[src/rtl/ws_pixel_stream_apb.sv]
// rtl/ws_pixel_stream_apb.sv - APB3 pixel FIFO streaming GRB frames to a WS2812 serializer (optional irq: WS_PIXSTREAM_IRQ_EN)
module ws_pixel_stream_apb #(
    parameter int DEPTH        = 16,
    parameter int LATCH_CYCLES = 5000
) (
    input  logic        PCLK,
    input  logic        PRESERN,
    input  logic        PSEL,
    input  logic        PENABLE,
    input  logic        PWRITE,
    input  logic [31:0] PADDR,
    input  logic [31:0] PWDATA,
    output logic [31:0] PRDATA,
    output logic        PREADY,
    output logic        PSLVERR,
    output logic [23:0] pix_data,
    output logic        pix_valid,
    input  logic        pix_ready,
    output logic        pix_last,
    output logic        busy
`ifdef WS_PIXSTREAM_IRQ_EN
    ,
    output logic        irq
`endif
);

    localparam int AW = $clog2(DEPTH);
    localparam int PW = AW + 1;
    localparam int GW = $clog2(LATCH_CYCLES + 1);

    typedef enum logic [1:0] {
        S_IDLE   = 2'd0,
        S_STREAM = 2'd1,
        S_LATCH  = 2'd2
    } state_t;

    state_t         state_q;
    logic [7:0]     remaining_q;
    logic [GW-1:0]  gap_q;
    logic [23:0]    mem_q [DEPTH];
    logic [PW-1:0]  wr_ptr_q;
    logic [PW-1:0]  rd_ptr_q;
    logic           overflow_q;
    logic           underrun_q;
    logic           done_q;
    logic           irq_en_q;
    logic [7:0]     count_q;

    logic [PW-1:0]  level;
    logic [7:0]     level8;
    logic           empty;
    logic           full;
    logic           wr_en;
    logic           sel_data;
    logic           sel_ctrl;
    logic           sel_status;
    logic           push_req;
    logic           push_ok;
    logic           pop;
    logic           start;
    logic           flush;
    logic           done_set;
    logic           unused_bits;

    assign unused_bits = ^{PADDR[31:4], PADDR[1:0], PWDATA[31:24]};

    assign level  = wr_ptr_q - rd_ptr_q;
    assign level8 = 8'(level);
    assign empty  = (level == '0);
    assign full   = (level == PW'(DEPTH));

    assign wr_en      = PSEL & PENABLE & PWRITE;
    assign sel_data   = (PADDR[3:2] == 2'd0);
    assign sel_ctrl   = (PADDR[3:2] == 2'd1);
    assign sel_status = (PADDR[3:2] == 2'd2);

    // Full is judged on the pre-pop level, so a same-cycle pop never admits a push
    assign push_req = wr_en & sel_data;
    assign push_ok  = push_req & ~full;
    assign pop      = pix_valid & pix_ready;
    assign start    = wr_en & sel_ctrl & PWDATA[0] & (state_q == S_IDLE) & (PWDATA[15:8] != 8'd0);
    assign flush    = wr_en & sel_ctrl & PWDATA[1] & (state_q == S_IDLE);
    assign done_set = (state_q == S_LATCH) & (gap_q == GW'(1));

    assign PREADY    = 1'b1;
    assign PSLVERR   = push_req & full;
    assign busy      = (state_q != S_IDLE);
    assign pix_valid = (state_q == S_STREAM) & ~empty;
    assign pix_last  = pix_valid & (remaining_q == 8'd1);
    assign pix_data  = pix_valid ? mem_q[rd_ptr_q[AW-1:0]] : 24'd0;

    // Combinational read mux; only driven during APB reads
    always_comb begin
        PRDATA = 32'd0;
        if (PSEL && !PWRITE) begin
            case (PADDR[3:2])
                2'd1:    PRDATA = {16'd0, count_q, 5'd0, irq_en_q, 2'b00};
                2'd2:    PRDATA = {18'd0, done_q, underrun_q, overflow_q, busy, full, empty, level8};
                default: PRDATA = 32'd0;
            endcase
        end
    end

    // Pixel storage; contents are don't-care until written, so no reset
    always_ff @(posedge PCLK) begin
        if (push_ok) begin
            mem_q[wr_ptr_q[AW-1:0]] <= PWDATA[23:0];
        end
    end

    // FIFO pointers: flush only reachable from IDLE, where no pop can occur
    always_ff @(posedge PCLK) begin
        if (!PRESERN) begin
            wr_ptr_q <= '0;
            rd_ptr_q <= '0;
        end else if (flush) begin
            wr_ptr_q <= '0;
            rd_ptr_q <= '0;
        end else begin
            if (push_ok) wr_ptr_q <= wr_ptr_q + PW'(1);
            if (pop)     rd_ptr_q <= rd_ptr_q + PW'(1);
        end
    end

    // Frame sequencer: IDLE -> STREAM (COUNT pixels) -> LATCH (idle gap) -> IDLE
    always_ff @(posedge PCLK) begin
        if (!PRESERN) begin
            state_q     <= S_IDLE;
            remaining_q <= 8'd0;
            gap_q       <= '0;
        end else begin
            case (state_q)
                S_IDLE: begin
                    if (start) begin
                        remaining_q <= PWDATA[15:8];
                        state_q     <= S_STREAM;
                    end
                end
                S_STREAM: begin
                    if (pop) begin
                        remaining_q <= remaining_q - 8'd1;
                        if (remaining_q == 8'd1) begin
                            gap_q   <= GW'(LATCH_CYCLES);
                            state_q <= S_LATCH;
                        end
                    end
                end
                S_LATCH: begin
                    gap_q <= gap_q - GW'(1);
                    if (gap_q == GW'(1)) state_q <= S_IDLE;
                end
                default: state_q <= S_IDLE;
            endcase
        end
    end

    // Control register and status flags; a same-cycle set beats a W1C
    always_ff @(posedge PCLK) begin
        if (!PRESERN) begin
            overflow_q <= 1'b0;
            underrun_q <= 1'b0;
            done_q     <= 1'b0;
            irq_en_q   <= 1'b0;
            count_q    <= 8'd0;
        end else begin
            if (wr_en && sel_ctrl) begin
                irq_en_q <= PWDATA[2];
                count_q  <= PWDATA[15:8];
            end
            if (push_req && full)                        overflow_q <= 1'b1;
            else if (wr_en && sel_status && PWDATA[11])  overflow_q <= 1'b0;
            if (done_set)                                done_q <= 1'b1;
            else if (wr_en && sel_status && PWDATA[13])  done_q <= 1'b0;
            if (state_q == S_STREAM && empty)            underrun_q <= 1'b1;
            else if (pop || state_q != S_STREAM)         underrun_q <= 1'b0;
        end
    end

`ifdef WS_PIXSTREAM_IRQ_EN
    logic irq_q;
    assign irq = irq_q;

    // Interrupt follows the flags one cycle later
    always_ff @(posedge PCLK) begin
        if (!PRESERN) irq_q <= 1'b0;
        else          irq_q <= irq_en_q & (done_q | overflow_q);
    end
`endif

endmodule

[config.mk]
export PLATFORM = sky130hd
export DESIGN_NAME = ws_pixel_stream_apb
export DESIGN_NICKNAME = d
export VERILOG_FILES = /design/src/rtl/ws_pixel_stream_apb.sv
export SDC_FILE = /design/constraint.sdc
export NUM_CORES = 1
export LEC_CHECK = 0
export CORE_MARGIN = 4
export CORE_UTILIZATION = 45
export CTS_CLUSTER_DIAMETER = 120
export CTS_CLUSTER_SIZE = 14
export DETAILED_ROUTE_END_ITERATION = 16
export GPL_TIMING_DRIVEN = 0
export PLACE_DENSITY = 0.77
export SLEW_MARGIN = 20
export SYNTH_ARGS = -nofsm -noshare
export SYNTH_HDL_FRONTEND = slang
export SYNTH_SLANG_ARGS = --single-unit
[constraint.sdc]
create_clock -name PCLK -period 3.2 [get_ports PCLK]
set_clock_uncertainty 0.2 [all_clocks]
set_input_delay 0.64 -clock PCLK [delete_from_list [all_inputs] [get_ports PCLK]]
set_output_delay 0.64 -clock PCLK [all_outputs]
set_load 0.01 [all_outputs]
# Word-level counts from Yosys, hierarchy flattened
# Memory sizes are Yosys's and may differ from the RTL's. A register that Yosys moved wholly into a read port is not among the register bits.
# Index checks and enable logic that the tools add are counted.
# classes
n_bitwise,18
addsub,5
eq_ne,12
reduce_logical,23
mux,24
# op_table
op,count
16-bit case mux with 2 select lines,1
13-bit 2-to-1 mux,2
13-bit case mux with 2 select lines,1
24-bit 2-to-1 mux,1
16-bit 2-to-1 mux,1
8-bit 2-to-1 mux,2
8-bit case mux with 2 select lines,1
1-bit bitwise AND,15
13-bit by 1-bit == test with 1-bit output (second input constant),1
13-bit by 1-bit subtractor with 13-bit output (second input constant),1
2-bit nonzero test,6
5-bit by 1-bit adder with 5-bit output (second input constant),2
8-bit by 1-bit == test with 1-bit output (second input constant),1
1-bit 2-to-1 mux,8
2-bit 2-to-1 mux,4
4-bit 2-to-1 mux,2
8-bit nonzero test,1
8-bit by 1-bit subtractor with 8-bit output (second input constant),1
1-bit logical AND,7
2-bit by 1-bit inequality test with 1-bit output (second input constant),3
2-bit case mux with 3 select lines,1
3-bit AND reduction,2
5-bit == test (second input constant),1
5-bit zero test,1
other kinds (10),16
# word_totals
wordCells,93
input_bits,70
n_memories,1
output_inout_bits,61
ramBits,384
ff_bits,45
# memory_table
memory,depth,word_bits,rd,rd_clocked_by_memory_dff,wr,line_no,rtl
mem_q,16,24,1,1,1,40,logic [23:0] mem_q [DEPTH];

# Longest topological paths before layout
# Gate-level depths: netlist (run 1).
# depth
ltp_word,8
ltp_mapped,11
depth_no_buf,9

# Least setup slack after synthesis (run 1)
# OpenSTA, ideal clock, no wires.
# synth_path
path_type,reg-to-reg
from,reg wr_ptr_q[0]
to,"mem mem_q[15][0], enable pin"
required_time_ns,2.595
path_buffers,1
period_less_slack_ns,3.310
stages_incl_launch_ff,10
slack_ns,-0.110
setup_ns,0.405
t_arrival_ns,2.705
path_cell_list,dfxtp_1 > inv_1 > ha_1 > inv_1 > fa_1 > xor2_1 > a211o_1 > a211oi_1 > buf_2 > nor2_1
# synth_between
elab_chain_len,6
# synth_lines
element,line_no,rtl
from (decl),41,logic [PW-1:0] wr_ptr_q;
from (signal assigned),120,if (push_ok) wr_ptr_q <= wr_ptr_q + PW'(1);
5-bit subtractor,67,assign level = wr_ptr_q - rd_ptr_q;
5-bit == test,70,assign full = (level == PW'(DEPTH));
1-bit inverter,79,assign push_ok = push_req & ~full;
1-bit bitwise AND,79,
1-bit 2-to-1 mux,106,if (push_ok) begin
1-bit 2-to-1 mux (implied by the code),107,mem_q[wr_ptr_q[AW-1:0]] <= PWDATA[23:0];
to (decl),40,
# Parallel ways exist; a longest one is shown, timed or not.

# Worst setup path in the final report (run 1)
# layout_path
from,reg wr_ptr_q[0]
to,out pix_data[10]
# layout_between
elab_chain_len,5
# layout_lines
element,line_no,rtl
5-bit subtractor,67,
5-bit zero test,69,assign empty = (level == '0);
1-bit inverter,88,assign pix_valid = (state_q == S_STREAM) & ~empty;
1-bit bitwise AND,88,
24-bit 2-to-1 mux,90,assign pix_data = pix_valid ? mem_q[rd_ptr_q[AW-1:0]] : 24'd0;
to (decl),16,"output logic [23:0] pix_data,"
# No other way between the ends.

==> impl_summary.md, run 1 <==
Clock network
Clock-pin slew was measured on the worst setup and hold paths at 0.07 ns. The maximum root-to-sink buffer count is 3. Clock tree synthesis selected as its root buffer the cell sky130_fd_sc_hd__clkbuf_16. At the later pin of the worst-skew pair, clock insertion delay measures 0.53 ns. The H-tree depth reported by CTS is 2. The number of hold buffers added after CTS was 0. The clock tree from TritonCTS is built. The clock buffer count from CTS is 36. The clock net in this run drives a total of 433 sinks.

Finish
In the final layout, the share of cells above drive strength 1 is 0.311. The final core area utilization is 0.543. The number of nets in the final layout is 1198. The signed area change from the synthesized netlist to the final layout is 19.2%.

The number of antenna diodes in the final layout is 0.

Setup path
For this design, the slowest cell found on the critical path is sky130_fd_sc_hd__fa_2. The critical path's largest stage delay is 0.44 ns. The category of the worst setup path capture point is a primary output. The dominant cell type by count on the critical path is sky130_fd_sc_hd__inv_2.

On the critical path the largest part of the delay comes from adder cells. The start point of the critical path is wr_ptr_q[0]. Data arrives at the worst endpoint at 2.89 ns. Counting both buffers and inverters, the worst setup path holds a total of 5. The critical path is of the flop to primary output type. The startpoint type of the worst setup path is a flop. Traced cell by cell, the critical path runs through inv_2 > ha_4 > inv_2 > fa_2 > nand3b_1 > a211o_1 > a2bb2o_4 > buf_8 > buf_12 > and3_4 > buf_2. STA puts the critical path data required time at 2.36 ns.

The worst register-to-register path begins at wr_ptr_q[0]. Along the worst path, the maximum fanout reaches 7.

Routing
Dividing the detail-routed via count by the number of cells gives 6.05. The mean routed wirelength per cell is 26.7 µm. The final layout contains routed wiring with a total length of 43800 µm. The routed wire length on met2 is 22700 µm. Signal routing reaches up to met4. Once detail routing completed, the nets flagged for antenna violations numbered 0. The final routed DRC violation total is 0.

The routed design uses 3550 µm of met3 wire. The first-pass iteration count of the detailed router is 6. The detailed-route via count is 9933. After the first detailed-routing iteration, the DRC count stood at 1232. The routed length on met1 is 16100 µm.

Yosys
The sequential share of the synthesized area is 0.709. The total of flip-flops plus latches after synthesis is 433. The area share of the leading cell type in the synthesized netlist is 0.653. In this run, synthesis inferred 384 flip-flops with an integrated enable.

The most common flop cell mapped by yosys is sky130_fd_sc_hd__edfxtp_1. Yosys printed 0 warnings. By area the synthesized netlist is led by sky130_fd_sc_hd__edfxtp_1, sky130_fd_sc_hd__mux4_2, sky130_fd_sc_hd__dfxtp_1. Synthesis produced 949 cells. The synthesized design spends more area on one cell type than any other, namely sky130_fd_sc_hd__edfxtp_1. The share of async-settable or async-resettable flops after synthesis is 0.

Averaged over all synthesized cells, the footprint is 18.6 µm². The distinct cell type count after synthesis is 63. The total standard cell area after synthesis is 17700 µm².

Min path
The launch point of the worst hold path is count_q[5]. The path type of the worst min-delay path is flop to flop.

GRT
The number of antenna violations at the first check in global routing is 0. The first global-routing pass estimated 63300 µm of wire. The total congestion overflow is 0. Entering global routing, the biggest net connects 25 pins. The number of global-route vias before repair is 9938. The total routing usage reported by global routing is 0.202.

Timing
The final number of hold-violating endpoints came to 0. The worst path setup slack after routing is -0.533 ns. Setup repair after global routing could not meet its margin everywhere. The slew at the pin with the worst max-slew slack is 0.894 ns.

The ratio of final minimum period to clock period is 1.17. The peak clock frequency supported by timing is 0.268 GHz. The time the worst path needs with I/O delays and setup is 3.73 ns.

In the final timing run, aggregate negative setup slack is -16.32 ns. The number of slew-limit violations in the final report came to 0. Setup violations remaining at the end of the flow were counted as 128. The worst hold slack across all endpoints is 0.266 ns. Measured against its own limit, the worst slew margin works out to 0.404.

Run status
The flow ran to the end, but the final reports show violations. The checks that failed: setup timing.

Floorplanning
The area of the die is 42500 µm². The effective utilization at floorplan is 0.456. The I/O pin count is 131. The chip width is 206 µm. The floorplan step set the die height to 206 µm.

The total area inside the core boundary comes to 38700 µm². The number of standard-cell rows in the floorplan is 72.

Placed design
Routability-driven placement finished with a final weighted congestion of 0.842. Buffers placed on the I/O ports in this run total 72. After legalization and detailed placement, the total HPWL measured 25400 µm.

Power
The cell area power density is 496 nW/µm². The worst voltage drop across the vdd grid is 410 µV. The leakage power summed over all cells is 6.78 nW.

Run
Max-cap violations in this run came to 0.
## report_power, final
group	internal (mW)	total [mW]	switching [mW]
Combinational	0.0901	0.249	0.159
Sequential	6.15	6.15	0.00284
Clock	2.12	4.05	1.93
## logic make-up (layout without fill, tap and decap cells)
family	Yosys count	count (layout)	share of synthesized area
buf+inv	86	238	0.0279
flops	433	433	0.709
xor+xnor	9	9	0.00446
fa+ha+maj	17	17	0.0125
simple gates	192	196	0.0576
compound gates	89	89	0.0347
mux	121	121	0.154
other cells	2	20	0.000425
## synth_stat cells, drive strengths merged (2+ instances only)
master and count:
o31ai 7, or4 9, o32ai 9, a22o 3
and3 43, conb 2, inv 16, nor4 2
nand4 5, and2 8, clkbuf 27, dfxtp 49
nor3 12, o311ai 3, nand4b 3, nand2b 4
a211o 2, xnor2 5, ha 16, mux4 120
nand3 14, nor2b 4, xor2 4, buf 42
nand3b 4, o21ai 13, nand2 59, o22ai 3
edfxtp 384, or3 4, o211ai 2, a21oi 33
nor2 17
## through the flow
step / cells / instance area (µm²) / setup slack (ns) / power [mW]
2_1_floorplan: 967 / 17700 / 0.0262 / 6.35
3_3_place_gp: 1557 / 19100 / -1.04 / 6.48
3_5_place_dp: 1569 / 19400 / -1.01 / 6.49
4_1_cts: 1635 / 20900 / -0.587 / 10.5
5_1_grt: 1641 / 21100 / -0.641 / 10.7
6_report: 1641 / 21100 / -0.533 / 10.4
## routing by layer
layer,up-vias,GRT usage
met5,-,0
met2,577,0.350
met3,103,0.0309
met1,5110,0.268
li1,4143,-
met4,0,0.0599
## repair_timing
item,in CTS,in global routing
gates resized for setup,239,40
buffers inserted,16,4
pin swaps,9,6
endpoints found under the setup margin,399,317
gates cloned,3,3
## layout make-up
class | instances | area (µm²)
fillers | 2906 | 17700
plain buffers | 66 | 526
flip-flops and latches | 433 | 12500
clock inverters | 2 | 46.3
inverters | 17 | 63.8
clock buffers | 48 | 967
repair buffers | 105 | 1230
multi-input cells | 452 | 5050
well taps | 518 | 648
## placed cells by master, fill, tap and decap left out, types with 4 or more instances in the layout
master,count
sky130_fd_sc_hd__xor2_1,4
sky130_fd_sc_hd__inv_2,5
sky130_fd_sc_hd__dlygate4sd2_1,7
sky130_fd_sc_hd__buf_16,8
sky130_fd_sc_hd__inv_1,11
sky130_fd_sc_hd__nand3b_1,4
sky130_fd_sc_hd__o32ai_1,9
sky130_fd_sc_hd__o31ai_1,7
sky130_fd_sc_hd__and2_1,6
sky130_fd_sc_hd__mux4_2,120
sky130_fd_sc_hd__clkbuf_2,7
sky130_fd_sc_hd__buf_6,29
sky130_fd_sc_hd__a21oi_1,31
sky130_fd_sc_hd__nand3_1,14
sky130_fd_sc_hd__clkbuf_16,39
sky130_fd_sc_hd__clkbuf_1,27
sky130_fd_sc_hd__nor2_1,12
sky130_fd_sc_hd__nand2_1,58
sky130_fd_sc_hd__nor3_1,10
sky130_fd_sc_hd__xnor2_1,5
sky130_fd_sc_hd__nand2b_1,4
sky130_fd_sc_hd__buf_4,44
sky130_fd_sc_hd__dlymetal6s2s_1,8
sky130_fd_sc_hd__clkdlybuf4s50_1,27
sky130_fd_sc_hd__buf_2,7
sky130_fd_sc_hd__and3_4,43
sky130_fd_sc_hd__nor2b_1,4
sky130_fd_sc_hd__ha_1,12
sky130_fd_sc_hd__nand4_1,5
sky130_fd_sc_hd__o21ai_0,11
sky130_fd_sc_hd__conb_1,20
sky130_fd_sc_hd__or3_1,4
sky130_fd_sc_hd__dfxtp_1,45
sky130_fd_sc_hd__or4_1,9
sky130_fd_sc_hd__edfxtp_1,384
sky130_fd_sc_hd__buf_12,11
## worst register-to-register path: stages, from the launching register on
cell and delay (ns):
sky130_fd_sc_hd__dfxtp_2 0.35, sky130_fd_sc_hd__inv_2 0.06, sky130_fd_sc_hd__ha_4 0.15, sky130_fd_sc_hd__inv_2 0.04
sky130_fd_sc_hd__fa_2 0.44, sky130_fd_sc_hd__nor3b_1 0.23, sky130_fd_sc_hd__nand4_1 0.17, sky130_fd_sc_hd__buf_4 0.17
sky130_fd_sc_hd__a211oi_2 0.33, sky130_fd_sc_hd__nor2_2 0.13, sky130_fd_sc_hd__clkbuf_4 0.25, sky130_fd_sc_hd__and3_4 0.29
sky130_fd_sc_hd__buf_16 0.20
## flip-flops by register name, summed over array words and instances, names as in the netlist, named ones only
name         cells
underrun_q       1
state_q          2
done_q           1
wr_ptr_q         5
count_q          8
mem_q          384
overflow_q       1
remaining_q      8
gap_q           13
rd_ptr_q         5
irq_en_q         1
## final timing paths
path	endpoint	slack (ns)	cells after the start
worst max register to register	mem_q[11][15]	-0.06	12
worst min-delay path	count_q[5]	0.27	2
worst min register to register	count_q[5]	0.27	2
worst max-delay path	pix_data[10]	-0.53	11
(Power assumes the default switching activity.)
==> run 2, diff against run 1 <==
DONT_BUFFER_PORTS = 1   (was unset)
PLACE_DENSITY = 0.73   (was 0.77)
==> run 2 against run 1 <==
Compared with the run above:
- the run still ends with setup timing left
- hold slack worse by 0.23 ns
- final cell count down 2.7%
- non-clock buffer count down 41
- count of clock-buffer cells in the layout unchanged
==> impl_summary.md, run 2 (same netlist as run 1, synthesis figures left out) <==
Setup path
In this design, the stage delay of the slowest critical-path cell is 0.45 ns. The number of buffers and inverters on the critical path is 3. Data arrives at the worst endpoint at 2.77 ns. STA classifies the critical path startpoint as a flop. On the critical path the largest part of the delay comes from compound AO/OA/AOI/OAI gates. The critical path goes through inv_4 > ha_4 > inv_2 > fa_2 > nand3b_1 > a211o_1 > a2bb2o_4 > clkbuf_16 > and3_4. The category of the worst setup path capture point is a primary output.

The setup path with the least slack is of type flop to primary output. The standard cell with the maximum stage delay on the critical path is sky130_fd_sc_hd__fa_2. The maximum fanout along the worst path is 7. The required arrival time at the worst endpoint is 2.36 ns.

Finish
Leaving out fill and tap cells, the most frequent cell in the layout is sky130_fd_sc_hd__edfxtp_1. Compared with the post-synthesis result, the final layout area differs by 17.1%. The final core area utilization is 0.534. The finished layout cell area is 20700 µm². The top cell types in the final layout, fill and taps aside, are sky130_fd_sc_hd__edfxtp_1, sky130_fd_sc_hd__mux4_2, sky130_fd_sc_hd__nand2_1. The register with the most flip-flops in the layout has 384 of them.

The count of cells in the finished layout, fillers not included, comes to 1597. Of the cells placed in the final design, the portion with a size suffix greater than 1 is 0.283. In the final design database the tool counted 1153 nets.

Timing
The routed design could run at a clock period as short as 3.61 ns. Setup repair after global routing could not meet its margin everywhere. Final hold analysis gives a worst-case slack of 0.0399 ns. Setup violations remaining at the end of the flow were counted as 122. Measured against its own limit, the worst slew margin works out to 0.363. The final number of hold-violating endpoints is 0. The ratio of final minimum period to clock period is 1.13. After layout, the worst setup slack is -0.408 ns. The number of slew-limit violations in the final report came to 0.

At the pin with the least slew margin, the transition time is 0.956 ns. Timing would allow up to 0.277 GHz.

GRT
The total overflow left after global routing is 0. The first global-routing pass estimated 61800 µm of wire. The number of antenna violations at the first check in global routing is 1.

The largest net degree at the start of global routing is 20. For this run, the total global-route usage over all layers was measured as 0.198. The number of global-route vias before repair is 9574.

Placed design
The routability congestion estimate from global placement is 0.842. The HPWL after detailed placement is 25600 µm. The instance area after placement is 18800 µm². The count of input and output buffers is 0. The number of cells in the design after placement is 1501.

Floorplanning
The number of standard-cell rows in the floorplan is 72. The I/O pin count is 131. The chip width is 206 µm. The placeable core region is 38700 µm².

The die is 206 µm tall. The effective utilization at floorplan is 0.456. The area of the die is 42500 µm².

Routing
The routed via count divided by cell count is 5.92. The total wirelength of the detailed-routed design is 42200 µm. The count of nets left with antenna violations once routing finished came out at 0. The detailed-route via count is 9460. For this run, design rule violations remaining after detail routing come to 0. The first-pass iteration count of the detailed router is 8. In the final routed layout, each cell accounts on average for 26.4 µm.

For this block, the initial DRC count from the detailed router was 988.

Clock network
TritonCTS built the clock tree. The library cell used as clock root buffer is sky130_fd_sc_hd__clkbuf_16. The post-CTS clock slew at the launch and capture registers of the worst setup and hold paths is 0.07 ns. The H-tree was split into 2 levels. The maximum root-to-sink buffer count is 3. Clock latency on the worst-skew pair, taken at its later pin, is 0.53 ns. The clock buffer count from CTS is 36. The clock drives 433 sinks.

Run status
The flow ran to the end, but the final reports show violations. The final reports fail on setup timing.

Power
The worst voltage drop across the vdd grid is 306 µV. The cell area power density is 501 nW/µm². The leakage power summed over all cells is 6.47 nW.

Run
The number of max-cap violations is 0.

Min path
The path type of the worst min-delay path is input pin to flop.
## run 2: routing by layer
layer / up-vias / global-route usage / wire length [µm]
met5: - / 0 / 0
met4: 0 / 0.0575 / 1190
met3: 71 / 0.0405 / 3240
met2: 414 / 0.336 / 21500
met1: 4932 / 0.261 / 16200
li1: 4043 / - / -
## run 2: what timing repair did
item	CTS	global route
setup endpoints to repair	373	355
cloned	2	0
pin swaps	10	6
resized for setup	102	13
hold endpoints to repair	349	7
setup buffers	14	1
hold buffers	28	2
## run 2: final timing paths
path | startpoint | to | slack, ns | cells after the start
worst max-delay path | wr_ptr_q[0] | pix_data[21] | -0.41 | 9
worst min-delay path | PWDATA[2] | irq_en_q | 0.04 | 2
worst max register to register | wr_ptr_q[0] | mem_q[8][9] | -0.13 | 11
worst min register to register | count_q[5] | count_q[5] | 0.26 | 2
## run 2: through the flow
step | total power, mW | setup WS (ns) | TNS [ns]
CTS | 10.4 | -0.438 | -16.56
detailed placement | 6.38 | -0.606 | -97.73
global route | 10.7 | -0.469 | -34.05
global placement | 6.38 | -0.943 | -306.54
finish | 10.4 | -0.408 | -16.25
floorplan | 6.35 | 0.0262 | 0
## run 2: report_power, final
group          internal (mW)  leakage (nW)  switching, mW
logic                 0.0759          2.14          0.140
clock network           2.12         0.487           1.88
registers               6.14          3.85        0.00305
## run 2: area by class of cell
class                           count  area [µm²]
Timing Repair Buffer               63         920
Inverter                           17        68.8
Sequential cell                   433       12500
Antenna cell                        1        2.50
Buffer                             67         531
Multi-Input combinational cell    448        4970
Clock buffer                       48         967
Fill cell                        2961       18100
Clock inverter                      2        46.3
Tap cell                          518         648
## run 2: worst reg2reg max path, stage by stage (launching register included)
cell and delay (ns):
sky130_fd_sc_hd__dfxtp_4 0.37, sky130_fd_sc_hd__inv_4 0.04, sky130_fd_sc_hd__ha_4 0.15, sky130_fd_sc_hd__inv_2 0.05
sky130_fd_sc_hd__fa_2 0.45, sky130_fd_sc_hd__nor3b_2 0.22, sky130_fd_sc_hd__nand4_1 0.21, sky130_fd_sc_hd__a211oi_1 0.44
sky130_fd_sc_hd__nor2_2 0.14, sky130_fd_sc_hd__clkbuf_2 0.23, sky130_fd_sc_hd__and3_2 0.36, sky130_fd_sc_hd__buf_16 0.21
